`config.mk`:
```
export PLATFORM = sky130hd
export DESIGN_NAME = seq_divider_32bit
export DESIGN_NICKNAME = d
export VERILOG_FILES = /design/src/rtl/seq_divider_32bit.sv
export SDC_FILE = /design/constraint.sdc
export NUM_CORES = 1
export LEC_CHECK = 0
export ABC_AREA = 1
export CORE_ASPECT_RATIO = 1.1
export CORE_MARGIN = 1
export CORE_UTILIZATION = 51
export CTS_BUF_LIST = sky130_fd_sc_hd__clkbuf_8
export CTS_CLUSTER_SIZE = 30
export DETAILED_ROUTE_END_ITERATION = 8
export PLACE_DENSITY = 0.87
export SYNTH_ARGS = -nofsm -noshare
export SYNTH_HDL_FRONTEND = slang
export SYNTH_SLANG_ARGS = --single-unit
```
`constraint.sdc`:
```
create_clock -name clk -period 16.5 [get_ports clk]
set_input_delay 3.3 -clock clk [delete_from_list [all_inputs] [get_ports clk]]
set_output_delay 3.3 -clock clk [all_outputs]
set_load 0.005 [all_outputs]
```
`src/rtl/seq_divider_32bit.sv`:
```
// Unsigned 32-bit restoring divider: one quotient bit per clock over 32 iterations.
// The trial subtraction is P' - D, formed as P' + ~D + 1 on a 32-bit ripple-carry adder.

module RCA_32bit (
  input  logic [31:0] a,
  input  logic [31:0] b,
  input  logic        cin,
  output logic [31:0] sum,
  output logic        cout
);
  logic [32:0] carry;

  assign carry[0] = cin;

  generate
    for (genvar gi = 0; gi < 32; gi++) begin : g_fa
      assign sum[gi]     = a[gi] ^ b[gi] ^ carry[gi];
      assign carry[gi+1] = (a[gi] & b[gi]) | (carry[gi] & (a[gi] ^ b[gi]));
    end
  endgenerate

  assign cout = carry[32];
endmodule

module seq_divider_32bit #(
  parameter int WIDTH = 32,
  parameter int CNT_W = 6
) (
  input  logic             clk,
  input  logic             rst_n,
  input  logic             start,
  input  logic [WIDTH-1:0] dividend,
  input  logic [WIDTH-1:0] divisor,
  output logic             busy,
  output logic             done,
  output logic [WIDTH-1:0] quotient,
  output logic [WIDTH-1:0] remainder,
  output logic             div_by_zero
);
  localparam logic [1:0] ST_IDLE = 2'd0;
  localparam logic [1:0] ST_CALC = 2'd1;
  localparam logic [1:0] ST_DONE = 2'd2;

  logic [1:0]       state_q, state_d;
  logic [WIDTH-1:0] q_q, q_d;
  logic [WIDTH-1:0] d_q, d_d;
  // Between iterations the top bit of P is always 0, so only the shifted P' carries bit 32.
  logic [WIDTH-1:0] p_q, p_d;
  logic [CNT_W-1:0] count_q, count_d;
  logic [WIDTH-1:0] quot_q, quot_d;
  logic [WIDTH-1:0] rem_q, rem_d;
  logic             dbz_q, dbz_d;

  logic [WIDTH:0]   p_shift;
  logic [WIDTH-1:0] d_inv;
  logic [WIDTH-1:0] trial;
  logic             trial_cout;
  logic             sub_ok;
  logic [WIDTH-1:0] p_iter;
  logic [WIDTH-1:0] q_iter;

  assign p_shift = {p_q, q_q[WIDTH-1]};
  assign d_inv   = ~d_q;

  RCA_32bit u_rca (
    .a    (p_shift[WIDTH-1:0]),
    .b    (d_inv),
    .cin  (1'b1),
    .sum  (trial),
    .cout (trial_cout)
  );

  // Cout=1 means P'[31:0] >= D; P'[32]=1 means P' exceeds any 32-bit divisor.
  assign sub_ok = p_shift[WIDTH] | trial_cout;
  assign p_iter = sub_ok ? trial : p_shift[WIDTH-1:0];
  assign q_iter = {q_q[WIDTH-2:0], sub_ok};

  always_comb begin
    state_d = state_q;
    q_d     = q_q;
    d_d     = d_q;
    p_d     = p_q;
    count_d = count_q;
    quot_d  = quot_q;
    rem_d   = rem_q;
    dbz_d   = dbz_q;
    case (state_q)
      ST_IDLE: begin
        if (start) begin
          q_d     = dividend;
          d_d     = divisor;
          p_d     = '0;
          count_d = '0;
          dbz_d   = 1'b0;
          if (divisor == '0) begin
            state_d = ST_DONE;
            quot_d  = '1;
            rem_d   = dividend;
            dbz_d   = 1'b1;
          end else begin
            state_d = ST_CALC;
          end
        end
      end
      ST_CALC: begin
        p_d     = p_iter;
        q_d     = q_iter;
        count_d = count_q + {{(CNT_W-1){1'b0}}, 1'b1};
        if (count_q == CNT_W'(WIDTH - 1)) begin
          state_d = ST_DONE;
          quot_d  = q_iter;
          rem_d   = p_iter;
        end
      end
      ST_DONE: state_d = ST_IDLE;
      default: state_d = ST_IDLE;
    endcase
  end

  always_ff @(posedge clk or negedge rst_n) begin
    if (!rst_n) begin
      state_q <= ST_IDLE;
      q_q     <= '0;
      d_q     <= '0;
      p_q     <= '0;
      count_q <= '0;
      quot_q  <= '0;
      rem_q   <= '0;
      dbz_q   <= 1'b0;
    end else begin
      state_q <= state_d;
      q_q     <= q_d;
      d_q     <= d_d;
      p_q     <= p_d;
      count_q <= count_d;
      quot_q  <= quot_d;
      rem_q   <= rem_d;
      dbz_q   <= dbz_d;
    end
  end

  assign busy        = (state_q != ST_IDLE);
  assign done        = (state_q == ST_DONE);
  assign quotient    = quot_q;
  assign remainder   = rem_q;
  assign div_by_zero = dbz_q;
endmodule

```
==> impl_metrics.ini <==
[grt]
grt_pass1_vias = 6615
overflow = 0
grt_util_all_layers_pct = 25.1
grt_pass1_wl_mm = 32.0
antenna_found_initial = 0
grt_max_degree = 94

[synth]
syn-cell-area_mm2 = 0.00831
synthMuxAreaShare_pct = 0
synth_cell_types = 26
synth_compound_area_share_pct = 12.1
ys_ff_latch = 169
ys_seq_area_share_pct = 50.9
syn_nets = 1074
synth-adder-area-share_pct = 7.77
yosys.area_share.simple_pct = 21.2
ys_warn_count = 0
synth_top_family_by_area = simple AND/OR/NAND/NOR gates
syn_inst = 974
synth_xor_area_share_pct = 0.105
syn_avg_cell_area_um2 = 8.53

[cts]
hold_buffers = 0
cts_tree = done
clockBufferDepth = 2
cts_made_buffers = 17
cts-root-buf = clkbuf_8
clk_transition_reported_paths_ns = 0.09
clock_latency_ns = 0.46
postCtsSetupRepairBufs = 0
cts_sinks = 169
cts_resized = 0
htreeDepth = 4

[critical_path]
cp_common_cell = fa_1
end_kind = flip-flop
slowest_delay_ns = 0.84
cp_slowest_cell = nand2_2
worstSetupStartpointType = flip-flop
arrival_ns = 14.32
required_ns = 16.81
crit_buf_inv = 5
crit_fanout = 64
path_delay_family = adder cells
path_class = flip-flop to flip-flop
r2r_slack_ns = 2.49

[floorplanning]
die_area_mm2 = 0.0168
core_mm2 = 0.0158
start_util_pct = 52.6
dieWidth_um = 124
io_pins = 134
rows = 48
die_height_um = 136

[sta]
rsz0062_at_grt = false
hold_ws_ns = 0.479
fmax_mhz = 71.4
setup_viol_count_final = 0
final_max_slew_viol_count = 0
fin_tns_setup_ns = 0
worst_pin_slew_ns = 1.14
timing.final.hold_violations = 0
finalCritPeriodShare_pct = 84.9
skew_ns = 0.0118
maxSlewHeadroom_pct = 23.6
timing.final.crit_period_ns = 14.01

[final_layout]
area_growth_pct = 21.4
drive_above_1_share_pct = 4.50
final_nets = 1175
final_common_cell = nand2_1
final_cell_mix = 338 x nand2_1, 169 x dfrtp_1, 132 x clkdlybuf4s50_1
diodes = 0

[hold_path]
min_path_type = flip-flop to flip-flop

[drt]
viasPerCell = 5.45
drt_wl_total_mm = 19.8
dr.pass1.iters = 5
vias = 7021
initialDrtViolationCount = 578
drc = 0
ant_nets = 0
detail_route.wl_per_cell_um = 15.4

[power_and_ir_drop]
ir_drop_mv = 0.119
power.density_mw_per_mm2 = 219
p_leak_nw = 4.80

[place]
port_buffers = 133
hpwl_mm = 13.6
place.gp.congestion = 0.851

[outcome]
status = finished, final reports clean

[job]
drv_cap = 0
[cell type report]
type | instances | area [µm²]
clock buffer | 17 | 234
clock inverter | 15 | 151
fill | 1288 | 5700
inverter | 107 | 402
multi-input combinational | 641 | 3450
sequential | 169 | 4230
tap | 200 | 250
timing repair buffer | 139 | 1380
[sequential cells by signal, indices dropped and copies added, names as in the netlist]
register	flops
count_q	6
remainder	32
div_by_zero	1
state_q	2
q_q	32
p_q	32
d_q	32
quotient	32
[cells in the mapped netlist]
library cell / number / area [µm²]
o211ai_1: 58 / 435
nand4_1: 2 / 12.5
nor3_1: 3 / 15.0
o21ai_1: 2 / 10.0
buf_1: 1 / 3.75
o21a_1: 1 / 7.51
ha_1: 2 / 25.0
inv_2: 3 / 11.3
clkbuf_1: 25 / 93.8
o21ai_2: 1 / 8.76
inv_1: 104 / 390
xor2_1: 1 / 8.76
fa_1: 31 / 621
a21oi_1: 4 / 20.0
buf_4: 3 / 22.5
o221ai_1: 4 / 35.0
dfrtp_1: 169 / 4230
nand3_1: 66 / 330
nor2_1: 26 / 97.6
nor2_4: 2 / 22.5
o21ai_0: 94 / 470
nand2_1: 341 / 1280
nand2_2: 1 / 6.26
o22ai_1: 1 / 6.26
buf_2: 28 / 140
a22o_1: 1 / 8.76
[through the flow]
stage               area (µm²)  worst slack [ns]  utilization, %  std cells  power, mW
finish                   10100              2.49            63.9       1288       2.21
global route             10100              2.02            63.9       1288       2.41
CTS                      10100              2.60            63.9       1288       2.21
detailed placement        9710              2.66            61.4       1256       1.92
global placement          9710              2.91            61.4       1256       1.85
floorplan                 8310              3.81               -        974       1.53
[routing by layer]
metal / global-route usage [%] / up-vias / routed length (µm) / part of all wire, %
met5: 0 / - / 0 / 0
met4: 13.6 / 0 / 737 / 3.7
met3: 4.61 / 58 / 1410 / 7.1
met2: 38.8 / 307 / 9230 / 47
met1: 33.7 / 3331 / 8400 / 42
li1: - / 3325 / - / -
[cell families (layout without fill, tap and decap cells)]
kind of cell               count (synthesis)  in the layout
buffers and inverters                    164            278
and+or+nand+nor                          441            441
adders and majority gates                 33             33
DFF                                      169            169
xor gates and xnor gates                   1              1
AOI/OAI and AO/OA                        166            166
[worst min-delay path: cells and delay by family, from the launching register on]
| family | cells | cell delay [ns] |
|---|---|---|
| simple gates | 2 | 0.11 |
| flops | 1 | 0.35 |
[worst paths after layout]
kind	end	from	cells after the start
setup / recovery	q_q[0]	q_q[31]	42
hold / removal	quotient[5]	quotient[5]	2
setup reg to reg	q_q[0]	q_q[31]	42
hold reg to reg	quotient[5]	quotient[5]	2
max in group asynchronous	q_q[18]	rst_n	2
min in group asynchronous	remainder[10]	rst_n	1
[power by group]
part	internal [mW]	total [mW]	leakage, nW	switching, mW
Clock	0.135	0.290	0.198	0.156
Combinational	0.494	1.18	2.50	0.688
Sequential	0.620	0.736	2.10	0.116
Power figures use the tool's default switching activity.
